`src/rtl/wb_stage.sv`:
```
// wb_stage: writeback stage that formats load data, drives the register-file write port
// for one cycle per retired instruction, and counts retirements.
module wb_stage #(
    parameter int LOAD_TIMEOUT = 16,
    parameter int CNT_W        = 32
) (
    input  logic             i_clk,
    input  logic             i_reset_n,
    input  logic             i_valid,
    output logic             o_ready,
    input  logic             i_regWrite,
    input  logic [4:0]       i_rd,
    input  logic [1:0]       i_resSel,
    input  logic [31:0]      i_aluRes,
    input  logic [31:0]      i_pcPlus4,
    input  logic [2:0]       i_funct3,
    input  logic             i_memRvalid,
    input  logic [31:0]      i_memRdata,
    output logic             o_wrSig,
    output logic [4:0]       o_wrReg,
    output logic [31:0]      o_wrData,
    output logic             en_WB,
    output logic             o_loadErr,
    output logic [CNT_W-1:0] o_retireCnt
);
    localparam int TW = $clog2(LOAD_TIMEOUT + 1);

    typedef enum logic [1:0] {IDLE, LOAD_WAIT, COMMIT} state_t;

    state_t      state;
    logic [TW-1:0] timer;
    logic [4:0]  rd;
    logic        reg_write;
    logic [1:0]  res_sel;
    logic [2:0]  funct3;
    logic [31:0] alu_res;
    logic [31:0] pc_plus4;
    logic        accept;
    logic [7:0]  byte_v;
    logic [15:0] half_v;
    logic [31:0] load_data;

    assign o_ready = state != LOAD_WAIT;
    assign accept  = i_valid && o_ready;

    // Lane selection uses the captured load address, not the live one.
    always_comb begin
        byte_v    = i_memRdata[{alu_res[1:0], 3'b000} +: 8];
        half_v    = i_memRdata[{alu_res[1], 4'b0000} +: 16];
        load_data = funct3 == 3'b000 ? {{24{byte_v[7]}}, byte_v} :
                    funct3 == 3'b001 ? {{16{half_v[15]}}, half_v} :
                    funct3 == 3'b100 ? {24'b0, byte_v} :
                    funct3 == 3'b101 ? {16'b0, half_v} : i_memRdata;
    end

    always_ff @(posedge i_clk or negedge i_reset_n) begin
        if (!i_reset_n) begin
            state       <= IDLE;
            timer       <= '0;
            rd          <= '0;
            reg_write   <= 1'b0;
            res_sel     <= '0;
            funct3      <= '0;
            alu_res     <= '0;
            pc_plus4    <= '0;
            o_wrSig     <= 1'b0;
            o_wrReg     <= '0;
            o_wrData    <= '0;
            en_WB       <= 1'b0;
            o_loadErr   <= 1'b0;
            o_retireCnt <= '0;
        end else begin
            en_WB     <= 1'b0;
            o_wrSig   <= 1'b0;
            o_loadErr <= 1'b0;
            if (state == LOAD_WAIT) begin
                if (i_memRvalid) begin
                    state       <= COMMIT;
                    en_WB       <= 1'b1;
                    o_wrSig     <= reg_write && rd != 5'd0;
                    o_wrReg     <= rd;
                    o_wrData    <= load_data;
                    o_retireCnt <= o_retireCnt + CNT_W'(1);
                end else if (timer == TW'(LOAD_TIMEOUT - 1)) begin
                    state       <= COMMIT;
                    en_WB       <= 1'b1;
                    o_loadErr   <= 1'b1;
                    o_wrReg     <= rd;
                    o_wrData    <= '0;
                    o_retireCnt <= o_retireCnt + CNT_W'(1);
                end else begin
                    timer <= timer + TW'(1);
                end
            end else if (accept) begin
                rd        <= i_rd;
                reg_write <= i_regWrite;
                res_sel   <= i_resSel;
                funct3    <= i_funct3;
                alu_res   <= i_aluRes;
                pc_plus4  <= i_pcPlus4;
                if (i_resSel == 2'b01) begin
                    state <= LOAD_WAIT;
                    timer <= '0;
                end else begin
                    state       <= COMMIT;
                    en_WB       <= 1'b1;
                    o_wrSig     <= i_regWrite && i_rd != 5'd0;
                    o_wrReg     <= i_rd;
                    o_wrData    <= i_resSel == 2'b10 ? i_pcPlus4 : i_aluRes;
                    o_retireCnt <= o_retireCnt + CNT_W'(1);
                end
            end else begin
                state <= IDLE;
            end
        end
    end
endmodule
```
`config.mk`:
```
export PLATFORM = sky130hd
export DESIGN_NAME = wb_stage
export DESIGN_NICKNAME = d
export VERILOG_FILES = /design/src/rtl/wb_stage.sv
export SDC_FILE = /design/constraint.sdc
export NUM_CORES = 1
export LEC_CHECK = 0
export ABC_AREA = 1
export CAP_MARGIN = 10
export CORE_AREA = 2 2 125 102
export DETAILED_ROUTE_END_ITERATION = 10
export DIE_AREA = 0 0 127 104
export GPL_ROUTABILITY_DRIVEN = 1
export PLACE_DENSITY = 0.88
export SYNTH_ARGS = -nofsm -noshare
export SYNTH_HDL_FRONTEND = slang
export SYNTH_SLANG_ARGS = --single-unit
```
`constraint.sdc`:
```
create_clock -name i_clk -period 5 [get_ports i_clk]
set_input_delay 1 -clock i_clk [delete_from_list [all_inputs] [get_ports i_clk]]
set_output_delay 1 -clock i_clk [all_outputs]
set_load 0.1 [all_outputs]
```
* Word level (Yosys, flattened, before mapping) *
Cells that the tools add are included.
Widths: inputs -> output; s select.

operators by class
  reduce and logical (&&, ||, !) cells = 11
  add/sub/neg operators = 2
  bitwise operators = 1
  mux-type cells = 41
  shift operators = 2
  eq/ne operators = 12

operators with widths
  kind                   count
  $mux 32                15
  $mux 5                 10
  $add 32x1->32 const B  1
  $shiftx 32x6->16       1
  $shiftx 32x6->8        1
  $mux 1                 11
  $mux 2                 5
  $reduce_bool 5->1      2
  $eq 3x3->1 const B     2
  $ne 2x2->1 const B     3
  $add 5x1->5 const B    1
  $eq 5x4->1 const B     1
  $eq 2x1->1 const B     2
  $reduce_and 4->1       1
  $reduce_bool 2->1      2
  $eq 3x1->1 const B     1
  $logic_and 1x1->1      3
  $logic_not 3->1        1
  $ne 3x2->1 const B     1
  $reduce_and 3->1       1
  $eq 2x2->1 const B     1
  $ne 2x1->1 const B     1
  $reduce_and 2->1       1
  $not 1->1              1

word-level totals
  output and inout bits = 73
  register bits = 90

* Logic depth before layout (Yosys ltp) *
Gate-level depths: netlist of the first run.

  word-level depth = 7
  depth in mapped cells = 11

* Worst setup path before layout of the first run *
OpenSTA, ideal clock, no wires.

  kind = reg-to-output
  start point = register state[0]
  end point = output o_ready
  stages on the path, launching flop included = 5
  setup slack = 2.395 ns
  data arrival time = 1.605 ns
  path through = dfrtp_1 inv_1 nor2_4 inv_1 clkbuf_1

on the way
  word-level cells in the longest chain between the ends = 1

RTL lines
  item                      line  RTL
  start: declaration        30    state_t state;
  start signal: assignment  58    state <= IDLE;
  start signal: assignment  78    state <= COMMIT;
  start signal: assignment  85    state <= COMMIT;
  $ne 2x1->1                43    assign o_ready = state != LOAD_WAIT;
  end: declaration          10    output logic o_ready,

No other way between the ends.

* Worst setup path in the final report of the first run *
Ends and elaborated chain as after synthesis.

==> metrics.md, run 1 <==
| Metric | Value |
|---|---|
| First-pass GRT wire length | about 30000 um |
| Worst Skew | 0.008383 ns |
| Clock buffer depth | 2 |
| Mux cell area share after synthesis | 0.001705 |
| Critical path capture point type | primary output |
| Num ports | roughly 180 |
| Placed cell areas | approximately 7700 um^2 |
| Tmin final | 3.356 ns |
| Initial Util | 0.4900 |
| Vias in the first global route | 5979 |
| Clk slew on worst S/H paths | 0.06 ns |
| Die Footprint | approximately 13000 um^2 |
| Crit Path Max Fanout | 16 |
| Min-delay src | timer[1]$_DFFE_PN0P_ |
| Total grt overflow | 0 |
| # Post-CTS Setup Buffers | 0 |
| Worst R2R Setup Slack | 2.16 ns |
| Final hold violation count | 0 |
| Most frequent cells in the layout | 248 x nand2_1, 182 x clkdlybuf4s50_1, 165 x nor2_1, 90 x dfrtp_1, 82 x o21ai_0 |
| WHS Path Cells | 2 |
| Simple-Gate Fraction of Synth Area | 0.3395 |
| Core ar. | 11980 um^2 |
| Power Density | 387.5 nW/um^2 |
| Max Cap Violations | 0 |
| Area Growth Syn to Fin | 36.42% |
| Syn Nets | approximately 1000 |
| DRT antenna net count | 0 |
| Post-synthesis xor/xnor area fraction | 0.04028 |
| Lkg Pwr | 3.515 nW |
| Synthesized-area fraction occupied by adder cells | 0.006394 |
| Nets | between 1000 and 1500 |
| Root Driver | clkbuf_16 |
| Max Slew Vio Count | 0 |
| Post-CTS resize count | 0 |
| Post-Synthesis Cells | 881 |
| Hold WC Path Type | reg2reg |
| Hold path endpoint | timer[1]$_DFFE_PN0P_ |
| CTS tree | built |
| Max VDD drop | approximately 0.3 mV |
| Final WS setup | ~1.6 ns |
| Commonest non-fill, non-tap cell in the layout | nand2_1 |
| # diodes | 0 |
| Area leader, netlist | dfrtp_1 |
| Vias per Instance | 5.476 |
| Worst r2r dst | o_retireCnt[13]$_DFFE_PN0P_ |
| Antenna violations before repair | 0 |
| Num CTS Buffers | 9 |
| Share of the synthesized area in the top cell type | 0.3836 |
| Worst Setup Path Type | reg2out |
| Gpl congestion | 0.9821 |
| Status | complete, no violations |
| RSZ-0062 raised after global routing | false |
| Post-cts hold buffer count | 0 |
| Mapped Area | 5871 um^2 |
| Largest net degree at the start of global routing | 61 |
| DR DRC count | 0 |
| Via count | 6527 |
| Cell variety after synth | 35 |
| Period Utilization, post-route | 0.6712 |
| Share of layout cells above drive strength 1 | 0.04327 |
| Port Buffers | between 150 and 200 |
| Mean Syn Cell Area | 6.664 um^2 |
| Startpoint class of the critical path | flip-flop |
| Synth area leaders | dfrtp_1 38%, nand2_1 16%, nor2_1 11% |
| Synth Register Bits | 90 |
| Chip width | 127 um |
| Final HPWL DP | between 10000 and 15000 um |
| Sequential share of the synthesized area | 0.3836 |
| Worst slew pin tran | 1.052 ns |
| Worst skew pair latency | between 0.3 and 0.4 ns |
| Reg2reg start | state[0]$_DFFE_PN0P_ |
| Total GRT Usage | 0.2815 |
| Final instance area | 8009 um^2 |
| Htree depth | 3 |
| Max-slew headroom | 0.2964 |
| TritonRoute pass-1 iters | 6 |
| Synth Area in Compound Gates | 0.1611 |
| Std cell rows | 36 |
| WP data required | approximately 4.0 ns |
| F_max | 298.0 MHz |
| Final Setup Violations | 0 |
| Per-cell routed wire length | 15.56 um |
| Synth warn | 0 |
| First-iteration detailed-routing DRC count | 478 |
| Largest family of logic cells by synthesized area | simple AND/OR/NAND/NOR gates |
| Arrival time at the worst endpoint | between 2 and 2.5 ns |
| Dpl ws | 1.421 ns |
| Reg2Reg Depth | 10 |
| Sink Count | 90 |
| Routed wire length | 18550 um |
| Setup TNS Final | 0 ns |
| Die H | between 100 and 150 um |
-- logic make-up (layout without fill, tap and decap cells) --
family / after synthesis / after routing
buffers and inverters: 95 / 254
and+or+nand+nor: 489 / 489
AOI/OAI and AO/OA: 176 / 176
muxes: 1 / 1
xor gates and xnor gates: 27 / 27
DFF: 90 / 90
adders and majority gates: 3 / 3
-- metal layers --
layer / up-vias / GRT usage / routed length [um]
li1: 3175 / - / -
met1: 2967 / 0.3978 / 8023
met2: 354 / 0.4332 / 8244
met3: 31 / 0.07253 / 1977
met4: 0 / 0.07064 / 300
met5: - / 0 / 0
-- synth_stat cells --
library cell,count
nor2_4,2
nand2_2,3
xnor2_1,9
o21ai_2,1
o22ai_1,1
nor3_1,12
mux2i_1,1
nand3b_1,3
a21oi_1,46
o21ai_1,12
nor3_2,3
o21ai_0,82
xor2_1,18
o32ai_1,1
buf_2,21
nand4_1,5
nand3_1,37
o211ai_1,3
buf_4,3
buf_1,2
nor2_2,6
nand2_1,248
inv_2,9
inv_1,43
a21oi_4,1
a21boi_0,1
a31oi_1,28
nor2_1,166
and3_1,2
nand2_4,1
dfrtp_1,90
clkbuf_1,16
nor3b_1,1
ha_1,3
clkbuf_2,1
-- power by group --
part | total (mW) | internal, mW | switching, mW
logic | 1.49 | 0.381 | 1.10
registers | 0.950 | 0.839 | 0.111
clock network | 0.669 | 0.397 | 0.272
total | 3.10 | 1.62 | 1.49
-- worst max-delay path, stage by stage (launching register included) --
cell,delay (ns)
dfrtp_1,0.36
inv_1,0.09
nor2_4,0.04
inv_1,0.32
clkdlybuf4s50_1,1.22
-- through the flow --
stage	std cells	util	hold WS (ns)	total power [mW]
2_1_floorplan	881	-	0.4599	2.011
3_3_place_gp	1177	0.6445	0.4832	2.415
3_5_place_dp	1177	0.6445	0.4993	2.435
4_1_cts	1192	0.6684	0.5138	3.108
5_1_grt	1192	0.6684	0.5492	3.243
6_report	1192	0.6684	0.5127	3.104
-- final cells by class --
type | count | area, um^2
tap | 152 | 190.2
clock inverter | 3 | 40.04
clock buffer | 12 | 246.5
timing repair buffer | 187 | 1859
fill | 1074 | 3973
multi-input combinational | 696 | 3226
inverter | 52 | 195.2
sequential | 90 | 2252
-- sequential cells by signal, indices dropped and copies added, names as in the netlist --
register,cells
o_retireCnt,32
o_wrData,32
o_wrReg,5
rd,5
timer,5
funct3,3
alu_res,2
state,2
en_WB,1
o_loadErr,1
o_wrSig,1
reg_write,1
-- how the worst max path moves through the flow --
stage	from	to	slack (ns)	cells past startpoint
4_1_cts	state[0]$_DFFE_PN0P_	o_ready	1.62	4
3_3_place_gp	i_valid	o_retireCnt[13]$_DFFE_PN0P_	1.50	9
3_5_place_dp	i_valid	o_retireCnt[13]$_DFFE_PN0P_	1.42	9
2_1_floorplan	state[0]$_DFFE_PN0P_	o_ready	2.40	4
5_1_grt	i_valid	o_retireCnt[13]$_DFFE_PN0P_	1.50	9
6_report	state[0]$_DFFE_PN0P_	o_ready	1.64	4
Note: power is estimated with default switching activity, not from simulation.
==> inputs of run 2 (changes only) <==
--- a/config.mk
+++ b/config.mk
@@ -7,11 +7,11 @@
 export LEC_CHECK = 0
 export ABC_AREA = 1
 export CAP_MARGIN = 10
-export CORE_AREA = 2 2 125 102
+export CORE_AREA = 2 2 127 104
 export DETAILED_ROUTE_END_ITERATION = 10
-export DIE_AREA = 0 0 127 104
+export DIE_AREA = 0 0 129 106
 export GPL_ROUTABILITY_DRIVEN = 1
-export PLACE_DENSITY = 0.88
+export PLACE_DENSITY = 0.85
 export SYNTH_ARGS = -nofsm -noshare
 export SYNTH_HDL_FRONTEND = slang
 export SYNTH_SLANG_ARGS = --single-unit
==> constraint.sdc (replaced) <==
create_clock -name i_clk -period 3.3 [get_ports i_clk]
set_input_delay 0.66 -clock i_clk [delete_from_list [all_inputs] [get_ports i_clk]]
set_output_delay 0.66 -clock i_clk [all_outputs]
set_load 0.1 [all_outputs]
==> run 2 against run 1 <==
Net effect: global-route usage shrank 0.23 points; clock-buffer cell count did not move; combinational power rose by 48%; wire length is 0.17% higher; die area increased by 3.5%; non-clock buffer count up 4; first-iteration DRC count grew 32%; utilization decreased by 3.6 points; register-to-register slack worse by 1.2 ns; largest cell class unchanged; largest power group unchanged.
==> metrics.md, run 2 (same netlist as run 1, synthesis figures left out) <==
| Metric | Value |
|---|---|
| Layout fillers | 1148 (was 1074) |
| Total GRT Usage | 0.2792 (was 0.2815) |
| Worst Skew | 0.01140 ns (was 0.008383 ns) |
| Top flop regs | o_retireCnt x32, o_wrData x32 (unchanged) |
| Post-CTS resize count | 0 (unchanged) |
| Sink Count | 90 (unchanged) |
| Critical path capture point type | primary output (unchanged) |
| Most frequent cells in the layout | 248 x nand2_1, 165 x nor2_1, 109 x clkdlybuf4s50_1, 90 x dfrtp_1, 82 x o21ai_0 (was 248 x nand2_1, 182 x clkdlybuf4s50_1, 165 x nor2_1, 90 x dfrtp_1, 82 x o21ai_0) |
| Worst hold slack | 0.2683 ns (was 0.5127 ns) |
| Htree depth | 3 (unchanged) |
| Std cell rows | 37 (was 36) |
| Share of layout cells above drive strength 1 | 0.1187 (was 0.04327) |
| F_max | 414.3 MHz |
| Num CTS Buffers | 9 (unchanged) |
| Status | complete, no violations (unchanged) |
| Vias in the first global route | 5906 (was 5979) |
| Post-cts hold buffer count | 0 (unchanged) |
| DRT antenna net count | 0 (unchanged) |
| Worst slew pin tran | 0.9539 ns (was 1.052 ns) |
| # diodes | 0 (unchanged) |
| Total grt overflow | 0 (unchanged) |
| Delay-heaviest family, CP | buffers and inverters (unchanged) |
| Final WS setup | 0.8865 ns (was 1.644 ns) |
| Final hold violation count | 0 (unchanged) |
| Max Cap Violations | 0 (unchanged) |
| Commonest non-fill, non-tap cell in the layout | nand2_1 (unchanged) |
| Final Setup Violations | 0 (unchanged) |
| Tmin final | 2.413 ns |
| Nets | 1154 (was 1150) |
| Buffers and inverters on the worst path | 2 (was 3) |
| Period Utilization, post-route | 0.7314 |
| Max Slew Vio Count | 0 (unchanged) |
| Clock buffer depth | 2 (unchanged) |
| Lkg Pwr | 3.621 nW (was 3.515 nW) |
| Setup TNS Final | 0 ns (unchanged) |
| Crit path max-delay cell type | dfrtp_1 (was clkdlybuf4s50_1) |
| Num ports | 184 (unchanged) |
| Startpoint class of the critical path | flip-flop (unchanged) |
| Root Driver | clkbuf_16 (unchanged) |
| First-pass GRT wire length | 30190 um (was 30130 um) |
| Gpl congestion | 0.9411 (was 0.9821) |
| Arrival time at the worst endpoint | 1.75 ns (was 2.36 ns) |
| Antenna violations before repair | 0 (unchanged) |
| RSZ-0062 raised after global routing | false (unchanged) |
| CTS tree | built (unchanged) |
| Critical path's largest stage delay | 0.39 ns (was 1.22 ns) |
| Critical-path cell list | nor2_4 > inv_1 > buf_4 (was inv_1 > nor2_4 > inv_1 > clkdlybuf4s50_1) |
| Max VDD drop | 0.4043 mV (was 0.2982 mV) |
| Port Buffers | 183 (unchanged) |
| Worst R2R Setup Slack | 0.96 ns (was 2.16 ns) |
| Worst Setup Path Type | reg2out (unchanged) |
| Routed wire length | 18580 um (was 18550 um) |
| # Post-CTS Setup Buffers | 0 (unchanged) |
| First-iteration detailed-routing DRC count | 629 (was 478) |
| Vias per Instance | 5.296 (was 5.476) |
| Per-cell routed wire length | 15.23 um (was 15.56 um) |
| Worst skew pair latency | 0.35 ns (was 0.33 ns) |
| DR DRC count | 0 (unchanged) |
| Via count | 6461 (was 6527) |
| Largest net degree at the start of global routing | 60 (was 61) |
| Chip width | 129 um (was 127 um) |
| Core ar. | 12550 um^2 (was 11980 um^2) |
| WP data required | 2.64 ns (was 4.00 ns) |
| Hold WC Path Type | in2async (was reg2reg) |
| Area Growth Syn to Fin | 35.08% (was 36.42%) |
| Crit Path Max Fanout | 16 (unchanged) |
| Initial Util | 0.4679 (was 0.4900) |
| Die H | 106 um (was 104 um) |
| Clk slew on worst S/H paths | 0.06 ns (about the same) |
| Dpl ws | 0.7436 ns (was 1.421 ns) |
| Max-slew headroom | 0.3634 (was 0.2964) |
| TritonRoute pass-1 iters | 5 (was 6) |
| Total power | 4.705 mW (was 3.104 mW) |
| Final HPWL DP | 13840 um (was 13880 um) |
| Die Footprint | 13670 um^2 (was 13210 um^2) |
| Power Density | 593.3 nW/um^2 (was 387.5 nW/um^2) |
==> run 2: cell count changes in the layout (fill, tap and decap cells not counted) <==
cell             before  now
buf_4                 5   80
clkdlybuf4s50_1     182  109
buf_12                0    2
clkinvlp_4            0    2
clkbuf_1              2    1
clkbuf_8              1    2
clkinv_2              2    1
==> run 2: area by class of cell <==
cell class | instances | area, um^2 | share of cell area
inverter | 52 | 195.2 | 0.02461
multi-input combinational | 696 | 3226 | 0.4068
sequential | 90 | 2252 | 0.2840
tap | 175 | 219.0 | 0.02761
clock inverter | 4 | 50.05 | 0.006311
clock buffer | 12 | 256.5 | 0.03234
timing repair buffer | 191 | 1732 | 0.2184
==> run 2: path summary, 6_finish.rpt <==
path,start,endpoint,depth (start not counted)
worst max-delay path,state[1]$_DFFE_PN0P_,o_ready,3
worst min-delay path,i_reset_n,o_retireCnt[16]$_DFFE_PN0P_,1
worst max register to register,alu_res[1]$_DFFE_PN0P_,o_wrData[24]$_DFFE_PN0P_,7
worst min register to register,timer[1]$_DFFE_PN0P_,timer[1]$_DFFE_PN0P_,2
max in group asynchronous,i_reset_n,rd[3]$_DFFE_PN0P_,2
min in group i_clk,timer[1]$_DFFE_PN0P_,timer[1]$_DFFE_PN0P_,2
==> run 2: routing by layer <==
| metal | vias to the layer above | GRT usage | part of all wire |
|---|---|---|---|
| met5 | - | 0 | 0 |
| met4 | 0 | 0.08773 | 0.022 |
| met3 | 35 | 0.05586 | 0.090 |
| met2 | 323 | 0.4161 | 0.43 |
| met1 | 2929 | 0.4082 | 0.46 |
| li1 | 3174 | - | - |
==> run 2: stage by stage <==
step	cells	instance area, um^2	util
final	1220	7930	0.6321
after global routing	1220	7930	0.6321
after CTS	1220	7930	0.6321
after detailed placement	1204	7624	0.6077
after global placement	1204	7624	0.6077
after floorplan	881	5871	-
==> run 2: report_power, final <==
| group | internal [mW] | switching [mW] |
|---|---|---|
| clock | 0.627 | 0.431 |
| combinational | 0.537 | 1.68 |
| sequential | 1.27 | 0.164 |
==> inputs of run 3 (changes only) <==
==> constraint.sdc (replaced) <==
create_clock -name i_clk -period 2.3 [get_ports i_clk]
set_input_delay 0.46 -clock i_clk [delete_from_list [all_inputs] [get_ports i_clk]]
set_output_delay 0.46 -clock i_clk [all_outputs]
set_load 0.1 [all_outputs]
==> run 3 against run 2 <==
Net effect: final cell count is 0.82% higher; non-clock buffer count is 11 higher; via count is 1.4% higher; clock power is 38% higher; design area is 1.4% higher; utilization is 0.86 points higher; power is 43% higher; wire length is 0.33% lower; clock-buffer cell count is 2 lower; combinational power is 46% higher; die area stayed put; largest power group unchanged.
==> metrics.md, run 3 (same netlist as run 1, synthesis figures left out) <==
| Metric | Value |
|---|---|
| Status | complete, no violations (unchanged) |
| Critical-path cell list | ha_1 > nand2_1 > nor2_1 > ha_1 > o21ai_2 > nand2_4 > inv_2 > mux2i_1 > inv_1 (was nor2_4 > inv_1 > buf_4) |
| Hold WC Path Type | in2async (unchanged) |
| Post-cts hold buffer count | 0 (unchanged) |
| Critical path origin | timer[0]$_DFFE_PN0P_ (was state[1]$_DFFE_PN0P_) |
| RSZ-0062 raised after global routing | false (unchanged) |
| Worst hold slack | 0.07005 ns (was 0.2683 ns) |
| DRT antenna net count | 0 (unchanged) |
| Most frequent cells in the layout | 248 x nand2_1, 165 x nor2_1, 109 x clkdlybuf4s50_1, 90 x dfrtp_1, 88 x buf_4 (was 248 x nand2_1, 165 x nor2_1, 109 x clkdlybuf4s50_1, 90 x dfrtp_1, 82 x o21ai_0) |
| Startpoint class of the critical path | flip-flop (unchanged) |
| Worst r2r dst | o_retireCnt[14]$_DFFE_PN0P_ (was o_wrData[24]$_DFFE_PN0P_) |
| Via count | 6549 (was 6461) |
| Max-slew headroom | 0.6560 (was 0.3634) |
| Vias per Instance | 5.324 (was 5.296) |
| Root Driver | clkbuf_16 (unchanged) |
| Setup TNS Final | 0 ns (unchanged) |
| Htree depth | 3 (unchanged) |
| Top flop regs | o_retireCnt x32, o_wrData x32 (unchanged) |
| Commonest non-fill, non-tap cell in the layout | nand2_1 (unchanged) |
| Max Slew Vio Count | 0 (unchanged) |
| First-iteration detailed-routing DRC count | 505 (was 629) |
| Lkg Pwr | 3.688 nW (was 3.621 nW) |
| Reg2reg start | timer[0]$_DFFE_PN0P_ (was alu_res[1]$_DFFE_PN0P_) |
| Clk slew on worst S/H paths | 0.07 ns (was 0.06 ns) |
| Final hold violation count | 0 (unchanged) |
| Sink Count | 90 (unchanged) |
| Num ports | 184 (unchanged) |
| Post-CTS resize count | 0 (unchanged) |
| Power Density | 837.2 nW/um^2 (was 593.3 nW/um^2) |
| Routed wire length | 18520 um (was 18580 um) |
| Initial Util | 0.4679 (unchanged) |
| Reg2Reg Depth | 9 (was 7) |
| Port Buffers | 183 (unchanged) |
| Gpl congestion | 0.9623 (was 0.9411) |
| CTS tree | built (unchanged) |
| Worst R2R Setup Slack | 0.20 ns (was 0.96 ns) |
| Num CTS Buffers | 9 (unchanged) |
| Arrival time at the worst endpoint | 2.34 ns (was 1.75 ns) |
| Crit Path Max Fanout | 22 (was 16) |
| Antenna violations before repair | 0 (unchanged) |
| Die H | 106 um (unchanged) |
| Clock buffer depth | 2 (unchanged) |
| Per-cell routed wire length | 15.05 um (was 15.23 um) |
| TritonRoute pass-1 iters | 5 (unchanged) |
| Worst Setup Path Type | reg2reg (was reg2out) |
| DR DRC count | 0 (unchanged) |
| Share of layout cells above drive strength 1 | 0.1280 (was 0.1187) |
| Critical path's largest stage delay | 0.40 ns (was 0.39 ns) |
| First-pass GRT wire length | 30060 um (was 30190 um) |
| Final Setup Violations | 0 (unchanged) |
| End of the critical path | o_retireCnt[14]$_DFFE_PN0P_ (was o_ready) |
| Core ar. | 12550 um^2 (unchanged) |
| Final HPWL DP | 14100 um (was 13840 um) |
| Period Utilization, post-route | 0.9140 |
| Most used cell, CP | ha_1 |
| Std cell rows | 37 (unchanged) |
| Layout fillers | 1124 (was 1148) |
| FF/Latch Area | 2252 um^2 (unchanged) |
| Chip width | 129 um (unchanged) |
| Max Cap Violations | 0 (unchanged) |
| Vias in the first global route | 5920 (was 5906) |
| Largest net degree at the start of global routing | 47 (was 60) |
| Total GRT Usage | 0.2776 (was 0.2792) |
| Worst Skew | 0.007076 ns (was 0.01140 ns) |
| Tmin final | 2.102 ns |
| Total grt overflow | 0 (unchanged) |
| F_max | 475.7 MHz |
| Worst slew pin tran | 0.5155 ns (was 0.9539 ns) |
| Die Footprint | 13670 um^2 (unchanged) |
| Max VDD drop | 0.8135 mV (was 0.4043 mV) |
| # Post-CTS Setup Buffers | 0 (unchanged) |
| Area Growth Syn to Fin | 36.91% (was 35.08%) |
| Nets | 1165 (was 1154) |
| Crit path max-delay cell type | dfrtp_1 (unchanged) |
| # diodes | 0 (unchanged) |
| Multi-input gate area | 3226 um^2 (unchanged) |
| Critical path capture point type | flip-flop (was primary output) |
| WP data required | 2.53 ns (was 2.64 ns) |
| Worst skew pair latency | 0.34 ns (was 0.35 ns) |
run 3: worst min-delay path by stage:
stage,from,endpoint
final,i_reset_n,o_retireCnt[14]$_DFFE_PN0P_
after global routing,i_reset_n,o_retireCnt[19]$_DFFE_PN0P_
after CTS,i_reset_n,o_retireCnt[15]$_DFFE_PN0P_
after detailed placement,i_reset_n,o_retireCnt[24]$_DFFE_PN0P_
after global placement,i_reset_n,o_retireCnt[20]$_DFFE_PN0P_
after floorplan,i_reset_n,alu_res[0]$_DFFE_PN0P_
run 3: area by class of cell:
type | instances | share of cell area
clock buffer | 10 | 0.02973
timing repair buffer | 202 | 0.2304
multi-input combinational | 696 | 0.4013
sequential | 90 | 0.2802
tap | 175 | 0.02724
clock inverter | 5 | 0.006849
inverter | 52 | 0.02428
run 3: per-layer routing:
layer	track usage	wire length (um)	vias to the layer above	part of all wire
met5	0	0	-	0
met4	0.06522	336	0	0.018
met3	0.04831	1711	30	0.092
met2	0.4305	8185	336	0.44
met1	0.4056	8282	2976	0.45
li1	-	-	3207	-
run 3: critical path: cells and delay by family, from the launching register on:
kind,cells,cell delay (ns)
AOI/OAI and AO/OA,1,0.19
adders and majority gates,2,0.43
buffers and inverters,2,0.42
DFF,1,0.40
muxes,1,0.25
and+or+nand+nor,3,0.30
run 3: metrics by stage:
| stage | std cells | setup WS (ns) | utilization | area (um^2) | power, mW |
|---|---|---|---|---|---|
| floorplan | 881 | 0.09653 | - | 5871 | 4.372 |
| global placement | 1215 | 0.2072 | 0.6172 | 7744 | 5.235 |
| detailed placement | 1215 | 0.1250 | 0.6172 | 7744 | 5.275 |
| CTS | 1230 | 0.2034 | 0.6407 | 8038 | 6.752 |
| global route | 1230 | 0.08066 | 0.6407 | 8038 | 7.041 |
| finish | 1230 | 0.1978 | 0.6407 | 8038 | 6.729 |
run 3: power breakdown:
| group | internal, mW | leakage (nW) | switching [mW] |
|---|---|---|---|
| combinational | 0.799 | 2.46 | 2.42 |
| clock | 0.861 | 0.140 | 0.599 |
| sequential | 1.82 | 1.09 | 0.221 |
